File: src/rtl/request_block_rr_pe.sv
// Round-robin request block for N masters sharing one slave port.
// It arbitrates eligible masters, optionally registers the winning request
// in a one-entry output slice, tracks unanswered requests per master, and
// routes responses back by one-hot ID.
module request_block_rr_pe #(
  parameter int ADDR_WIDTH      = 32,
  parameter int DATA_WIDTH      = 32,
  parameter int BE_WIDTH        = DATA_WIDTH / 8,
  parameter int N_MASTER        = 16,
  parameter int ID_WIDTH        = N_MASTER,
  parameter int MAX_OUTSTANDING = 4,
  parameter int OUT_REG         = 1
) (
  input  logic                           clk,
  input  logic                           rst_n,
  input  logic [N_MASTER-1:0]            data_req_i,
  input  logic [N_MASTER*ADDR_WIDTH-1:0] data_add_i,
  input  logic [N_MASTER-1:0]            data_wen_i,
  input  logic [N_MASTER*DATA_WIDTH-1:0] data_wdata_i,
  input  logic [N_MASTER*BE_WIDTH-1:0]   data_be_i,
  output logic [N_MASTER-1:0]            data_gnt_o,
  output logic                           data_req_o,
  output logic [ADDR_WIDTH-1:0]          data_add_o,
  output logic                           data_wen_o,
  output logic [DATA_WIDTH-1:0]          data_wdata_o,
  output logic [BE_WIDTH-1:0]            data_be_o,
  output logic [ID_WIDTH-1:0]            data_ID_o,
  input  logic                           data_gnt_i,
  input  logic                           data_r_valid_i,
  input  logic [ID_WIDTH-1:0]            data_r_ID_i,
  output logic [N_MASTER-1:0]            data_r_valid_o,
  output logic                           idle_o,
  output logic                           resp_err_o
);

  localparam int PTR_W = (N_MASTER > 1) ? $clog2(N_MASTER) : 1;
  localparam int CNT_W = $clog2(MAX_OUTSTANDING + 1);

  logic [PTR_W-1:0]      ptr_q;
  logic [PTR_W-1:0]      winner;
  logic                  any_elig;
  logic                  take;
  logic [N_MASTER-1:0]   eligible;
  logic [N_MASTER-1:0]   rsp_hit;
  logic [CNT_W-1:0]      cnt_q   [N_MASTER];
  logic [CNT_W-1:0]      cnt_nxt [N_MASTER];
  logic                  valid_q;
  logic                  valid_nxt;
  logic                  idle_q;
  logic                  err_q;
  logic                  err_nxt;
  logic                  idle_nxt;
  logic [ID_WIDTH-1:0]   win_id;
  logic [ADDR_WIDTH-1:0] win_add;
  logic                  win_wen;
  logic [DATA_WIDTH-1:0] win_wdata;
  logic [BE_WIDTH-1:0]   win_be;

  // A master may compete only while it has room for another unanswered request.
  always_comb begin
    for (int i = 0; i < N_MASTER; i++) begin
      eligible[i] = data_req_i[i] && (cnt_q[i] < CNT_W'(MAX_OUTSTANDING));
      rsp_hit[i]  = data_r_valid_i && data_r_ID_i[i];
    end
  end

  assign data_r_valid_o = rsp_hit;

  // First eligible master at or above the pointer, wrapping past the top index.
  always_comb begin
    int idx;
    // NOTE: every output of a combinational block gets a default first so no path leaves it unassigned and no latch is inferred.
    idx      = 0;
    any_elig = 1'b0;
    winner   = '0;
    for (int k = 0; k < N_MASTER; k++) begin
      idx = int'(ptr_q) + k;
      if (idx >= N_MASTER) idx = idx - N_MASTER;
      if (!any_elig && eligible[idx]) begin
        any_elig = 1'b1;
        winner   = PTR_W'(idx);
      end
    end
  end

  assign win_add   = data_add_i[int'(winner)*ADDR_WIDTH +: ADDR_WIDTH];
  assign win_wen   = data_wen_i[winner];
  assign win_wdata = data_wdata_i[int'(winner)*DATA_WIDTH +: DATA_WIDTH];
  assign win_be    = data_be_i[int'(winner)*BE_WIDTH +: BE_WIDTH];

  // One-hot ID for the current winner.
  always_comb begin
    win_id         = '0;
    win_id[winner] = 1'b1;
  end

  // Grant goes only to the winner, and only when its request is actually taken.
  always_comb begin
    data_gnt_o         = '0;
    data_gnt_o[winner] = take;
  end

  if (OUT_REG != 0) begin : g_slice
    logic                  slice_ready;
    logic [ADDR_WIDTH-1:0] add_q;
    logic                  wen_q;
    logic [DATA_WIDTH-1:0] wdata_q;
    logic [BE_WIDTH-1:0]   be_q;
    logic [ID_WIDTH-1:0]   id_q;

    assign slice_ready = !valid_q || data_gnt_i;
    assign take        = rst_n && any_elig && slice_ready;
    assign valid_nxt   = take ? 1'b1 : (data_gnt_i ? 1'b0 : valid_q);

    // Capture the winning request; held untouched while the slave stalls.
    always_ff @(posedge clk) begin
      // NOTE: the payload registers carry no reset; valid_q alone says whether they mean anything.
      if (take) begin
        add_q   <= win_add;
        wen_q   <= win_wen;
        wdata_q <= win_wdata;
        be_q    <= win_be;
        id_q    <= win_id;
      end
    end

    assign data_req_o   = valid_q;
    assign data_add_o   = add_q;
    assign data_wen_o   = wen_q;
    assign data_wdata_o = wdata_q;
    assign data_be_o    = be_q;
    assign data_ID_o    = id_q;
  end else begin : g_comb
    assign take         = rst_n && any_elig && data_gnt_i;
    assign valid_nxt    = 1'b0;
    assign data_req_o   = rst_n && any_elig;
    assign data_add_o   = win_add;
    assign data_wen_o   = win_wen;
    assign data_wdata_o = win_wdata;
    assign data_be_o    = win_be;
    assign data_ID_o    = win_id;
  end

  // Outstanding counters: a request and its own response in one cycle cancel;
  // a response with nothing outstanding leaves the counter at zero.
  always_comb begin
    err_nxt  = 1'b0;
    idle_nxt = !valid_nxt;
    for (int i = 0; i < N_MASTER; i++) begin
      cnt_nxt[i] = cnt_q[i];
      if (take && (winner == PTR_W'(i))) begin
        if (!rsp_hit[i]) cnt_nxt[i] = cnt_q[i] + 1'b1;
      end else if (rsp_hit[i] && (cnt_q[i] != '0)) begin
        cnt_nxt[i] = cnt_q[i] - 1'b1;
      end
      if (rsp_hit[i] && (cnt_q[i] == '0)) err_nxt = 1'b1;
      if (cnt_nxt[i] != '0) idle_nxt = 1'b0;
    end
  end

  // Control state with synchronous active-low reset; the pointer moves past a winner only once it is taken.
  always_ff @(posedge clk) begin
    // NOTE: sequential state uses non-blocking assignments so every register samples pre-edge values.
    if (!rst_n) begin
      ptr_q   <= '0;
      valid_q <= 1'b0;
      err_q   <= 1'b0;
      idle_q  <= 1'b1;
      for (int i = 0; i < N_MASTER; i++) cnt_q[i] <= '0;
    end else begin
      if (take) ptr_q <= (winner == PTR_W'(N_MASTER - 1)) ? '0 : winner + 1'b1;
      valid_q <= valid_nxt;
      err_q   <= err_nxt;
      idle_q  <= idle_nxt;
      for (int i = 0; i < N_MASTER; i++) cnt_q[i] <= cnt_nxt[i];
    end
  end

  assign idle_o     = idle_q;
  assign resp_err_o = err_q;

endmodule

File: config.mk
export PLATFORM = sky130hd
export DESIGN_NAME = request_block_rr_pe
export DESIGN_NICKNAME = d
export VERILOG_FILES = /design/src/rtl/request_block_rr_pe.sv
export SDC_FILE = /design/constraint.sdc
export NUM_CORES = 1
export LEC_CHECK = 0
export ABC_AREA = 1
export BUFFER_PORTS_ARGS = -buffer_cell sky130_fd_sc_hd__buf_4
export CAP_MARGIN = 20
export CORE_AREA = 2 2 487 489
export DETAILED_ROUTE_END_ITERATION = 12
export DIE_AREA = 0 0 489 491
export GPL_ROUTABILITY_DRIVEN = 0
export SLEW_MARGIN = 20
export SYNTH_ARGS = -nofsm -noshare
export SYNTH_HDL_FRONTEND = slang
export SYNTH_SLANG_ARGS = --single-unit
File: constraint.sdc
create_clock -name clk -period 6.5 [get_ports clk]
set_clock_uncertainty 0.2 [all_clocks]
set_input_delay 0.325 -clock clk [delete_from_list [all_inputs] [get_ports clk]]
set_output_delay 0.325 -clock clk [all_outputs]
set_load 0.02 [all_outputs]
# Yosys cells after proc, flatten, opt, wreduce, memory -nomap -nowiden
# Memories as Yosys holds them, arrays and structs flattened.
# Cells that the tools add are included.
# word_totals
ff_bits,92
mem_bits_rw,48
inputBits,1140
output_inout_bits,120
elab_cells,525
memories,1
# mem_list
memory,depth,word_bits,read_ports,rd_clocked_by_memory_dff,wr,line,rtl
cnt_q,16,3,16,0,16,45,logic [CNT_W-1:0] cnt_q [N_MASTER];
# classes
addsub,64
magnitude_cmp,50
eq_ne,15
n_shift,3
muxes,201
bitwise_logic,17
reduce_logical,165
# ops
cell,count
512-bit by 10-bit variable part select with 32-bit output,2
32-bit by 6-bit < comparator with 1-bit output (second input constant),16
32-bit two-way mux,16
3-bit two-way mux,64
1-bit logical AND,98
3-bit nonzero test,32
5-bit by 5-bit subtractor with 6-bit output (second input constant),15
1-bit two-way mux,86
5-bit greater-or-equal comparator (second input constant),15
1-bit binary-select mux with 4-bit select,17
4-bit two-way mux,17
64-bit by 7-bit variable part select with 4-bit output,1
3-bit by 1-bit adder with 3-bit output (second input constant),16
3-bit logical NOT,16
3-bit < comparator (second input constant),16
3-bit by 1-bit subtractor with 3-bit output (second input constant),16
4-bit by 4-bit adder with 5-bit output (second input constant),8
4-bit equality test (second input constant),8
4-bit by 3-bit adder with 5-bit output (second input constant),4
1-bit logical NOT,17
16-bit AND,1
4-bit by 3-bit equality test with 1-bit output (second input constant),4
1-bit bitwise OR,16
4-bit by 2-bit adder with 5-bit output (second input constant),2
other kinds (11),12

# Longest topological paths before layout
# depth
depth_word,72
depth_mapped,37
depth_no_buf,33

# Least setup slack after synthesis
# OpenSTA, ideal clock, no wires.
# synth_timing
path_kind,flip-flop to flip-flop
startpoint,register ptr_q[1]
endpoint,register idle_q (netlist: idle_o)
setup_ns,0.112
t_arrival_ns,4.772
slack_ns,1.416
path_stages_with_launch,35
synth_period_minus_slack_ns,5.084
path_cell_list,dfxtp_1 inv_1 buf_2 ha_1 inv_1 buf_2 nand3_1 nand3_1 nand3_1 nand2_4 nand2_2 nor2_8 nand4_4 nor2_4 nand4_2 nor2_4 nand4_2 nor2_4 nand2_1 nor2_1 nand3b_1 buf_2 buf_1 ha_1 inv_1 nor2_4 nand2_1 inv_1 nand2_1 nand3_1 nor2_1 nand2_1 nor2_1 nand2_1 nand2_1
# synth_between
elab_chain_len,72
word_cells_on_any_way,257
classes_between,add/sub: 31; order compare: 16; eq/ne: 15; mux: 129; reduce/logical: 66
# synth_lines
element,line,rtl
from (decl),39,logic [PTR_W-1:0] ptr_q;
from (signal assigned),171,if (take) ptr_q <= (winner == PTR_W'(N_MASTER - 1)) ? '0 : winner + 1'b1;
branches (longest 71 deep; another with 5-bit by 5-bit subtractor with 6-bit output),n/a,
1-bit two-way mux *,157,if (cnt_nxt[i] != '0) idle_nxt = 1'b0;
to (signal assigned),174,idle_q <= idle_nxt;
to (decl),49,logic idle_q;
# Every way passes the cells marked *. The select of a mux whose other input is x is not followed.
# A chain may end at the register's enable or synchronous reset.

# Worst setup path in the final report
# layout_timing
startpoint,register ptr_q[0]
endpoint,register g_slice.wdata_q[4] (netlist: data_wdata_o[4]) (data pin)
# layout_between
elab_chain_len,52
word_cells_on_any_way,173
classes_between,add/sub: 31; order compare: 16; shift: 1; mux: 95; reduce/logical: 30
# layout_lines
element,line,rtl
branches (longest 50 deep; another with 5-bit by 5-bit subtractor with 6-bit output),n/a,
4-bit two-way mux *,79,if (!any_elig && eligible[idx]) begin
512-bit by 10-bit variable part select with 32-bit output *,88,assign win_wdata = data_wdata_i[int'(winner)*DATA_WIDTH +: DATA_WIDTH];
via win_wdata[4],56,logic [DATA_WIDTH-1:0] win_wdata;
to (signal assigned),121,wdata_q <= win_wdata;
to (decl),107,logic [DATA_WIDTH-1:0] wdata_q;
# Mark *: on every way through the listed nets, which the timed path passes. The select of a mux whose other input is x is not followed.

==> flow_summary.ini <==
[status]
status = finished clean

[sta]
hold_viol = 0
setup_violations = 0
period_needed_ns = 6.12
hold_ws_ns = 0.0766
rsz0062_at_grt = no
maxSlewViolCount = 0
clock.fmax_ghz = 0.163
fin_setup_tns_ns = 0
worst_slew_pin_slew_ns = 0.946
maxSlewHeadroom_pct = 36.9
min_period_over_period_pct = 94.2

[layout]
nNetsFinal = 5581
fin_util_pct = 15.0
multi_input_area_um2 = 12600
fillCellCount = 27100
final_common_cell = buf_4
final_cell_mix = 1,354 x buf_4, 835 x nand2_1, 565 x nand3_1, 317 x a21oi_1, 291 x dlygate4sd3_1
final_cell_count_no_fill = 7591
drive_gt1_share_pct = 33.9
syn2layout_area_growth_pct = 96.0
regArea_um2 = 3650

[logic_synthesis]
synth.largest_area_cell = nand2_1
synth_area_um2 = 17900
synthArstFlopShare_pct = 0
netlist.area_leader.share_pct = 17.5
synth_seq_cells = 140
yosys-top-cells-area = nand2_1 17%, nand3_1 16%, edfxtp_1 14%
ys.flop_type = edfxtp_1
postSynthAreaPerCell_um2 = 6.22
synth_cell_types = 50
synthesis.nets = 4086
synth_edf_count = 85
ys_warn_count = 0
synthCells = 2887
ys_seq_area_share_pct = 20.4

[route]
routed_via_density = 3.86
routed_wl_um = 207000
drtIter0Drc = 2738
ant_nets = 0
first_pass_iters = 8
drc_errors = 0
vias = 29300
avgRoutedWirePerCell_um = 27.3

[cts]
cts_inserted_buffers = 17
cts_tree = yes
clockBufferDepth = 2
clk_latency_ns = 0.56
path_clk_slew_ns = 0.10
clockRootBuffer = clkbuf_16
htree_num_levels = 4
cts.sinks = 140

[critical_path]
crit_required_ns = 6.59
cp-startpoint = ptr_q[0]$_SDFFE_PN0P_
critPathKind = flip-flop to flip-flop
critPathSlowestCell = dlygate4sd3_1
rr_startpoint = ptr_q[0]$_SDFFE_PN0P_
ff2ff_path_depth = 28
worst_path_dominant_cell_family = simple AND/OR/NAND/NOR gates
crit_buf_inv = 6
crit_path_max_incr_delay_ns = 0.58
arrival_ns = 6.21
endpoint = data_wdata_o[4]$_DFFE_PP_
cp-end-kind = flip-flop
r2r-end = data_wdata_o[4]$_DFFE_PP_
cp_max_fo = 26
crit_cells = 28
r2r_setup_slack_ns = 0.38
cp-start-kind = flip-flop

[global_routing]
grt.total_usage_pct = 16.3
grt_pass1_wl_um = 258000
grt-ovfl-total = 0
antenna_found_initial = 151
grt_max_degree = 73
grt_pass1_vias = 27200

[place]
dp_hpwl_um = 176000
io_buffer_count = 1259
placedCellCount = 7222

[run]
drv_cap = 0

[floorplan]
die_y_um = 491
dieArea_um2 = 240000
fp.dieW_um = 489
io_pins = 1260
core_area_um2 = 235000
rows = 178
start_util_pct = 7.65

[worst_hold_path]
hold_start = data_add_i[40]
hp-class = input port to flip-flop
cells in the mapped netlist (2+ instances only):
cell / instances
a21oi_1: 318
a21oi_2: 2
a22o_1: 201
a31oi_1: 9
buf_1: 24
buf_2: 91
buf_4: 30
buf_6: 8
clkbuf_1: 37
clkinv_1: 2
dfxtp_1: 55
edfxtp_1: 85
ha_1: 59
inv_1: 178
inv_2: 12
nand2_1: 836
nand2_2: 5
nand2_4: 4
nand3_1: 565
nand3_2: 7
nand3_4: 3
nand3b_1: 2
nand4_1: 37
nand4_2: 9
nand4_4: 3
nor2_1: 110
nor2_2: 9
nor2_4: 9
nor2_8: 2
nor3_1: 18
nor4_1: 5
o21ai_0: 71
o21ai_1: 7
o21ai_2: 3
o22ai_1: 2
xnor2_1: 6
xor2_1: 50
sequential cells by signal, summed over array words and instances, names as in the netlist:
name / flops
data_be_o: 4
resp_err_o: 1
data_ID_o: 16
cnt_q: 48
data_wen_o: 1
data_add_o: 32
data_req_o: 1
ptr_q: 4
data_wdata_o: 32
idle_o: 1
what timing repair did:
action,4_1_cts,5_1_grt
endpoints found under the hold margin,74,0
setup buffers,0,0
gates resized for setup,0,9
hold buffers,291,0
setup endpoints to repair,0,55
through the flow:
step,cell area (um^2),setup slack [ns]
after floorplan,17900,1.42
after global placement,31500,0.556
after detailed placement,31500,0.498
after CTS,35000,0.0194
after global routing,35100,0.00709
final,35200,0.376
how the worst min path moves through the flow:
stage                                       to  slack, ns  cells past startpoint
detailed placement           idle_o$_SDFF_PN1_       0.37                      2
floorplan                    idle_o$_SDFF_PN1_       0.19                      1
CTS                   data_add_o[19]$_DFFE_PP_      0.002                      5
global route        data_wdata_o[20]$_DFFE_PP_       0.03                      5
finish                 data_add_o[8]$_DFFE_PP_       0.08                      5
global placement             idle_o$_SDFF_PN1_       0.36                      2
logic make-up after synthesis:
| logic type | count (synthesis) | synth area share (%) |
|---|---|---|
| AND/OR/NAND/NOR | 1626 | 40.9 |
| buffers and inverters | 385 | 9.82 |
| flip-flops | 140 | 20.4 |
| adder cells (fa/ha/maj) | 59 | 4.11 |
| AO/OA/AOI/OAI | 618 | 21.7 |
| XOR/XNOR | 59 | 3.07 |
worst register-to-register path: cells and delay by family (launching register included):
| kind | cells | cell delay [ns] |
|---|---|---|
| xor gates and xnor gates | 1 | 0.30 |
| and+or+nand+nor | 19 | 2.61 |
| adders and majority gates | 1 | 0.28 |
| DFF | 1 | 0.34 |
| AOI/OAI and AO/OA | 1 | 0.18 |
| buffers and inverters | 6 | 1.97 |
layout make-up:
class | count | area share, %
repair buffers | 1669 | 38.5
clock inverters | 14 | 0.398
diodes | 46 | 0.327
inverters | 192 | 2.15
multi-input cells | 2362 | 35.7
clock buffers | 18 | 1.25
flip-flops and latches | 140 | 10.4
well taps | 3150 | 11.2
per-layer routing:
metal | share of wire (%) | wire length [um] | vias to the layer above | global-route usage (%)
met5 | 0.12 | 253 | - | 0
met4 | 5.8 | 11900 | 40 | 8.60
met3 | 8.8 | 18200 | 495 | 4.58
met2 | 48 | 100000 | 2028 | 28.3
met1 | 37 | 76200 | 13700 | 17.9
li1 | - | - | 13000 | -
Power is left out: the tool's default activity adds up to more than one toggle a clock period on the data nets, which glitch-free logic cannot reach.
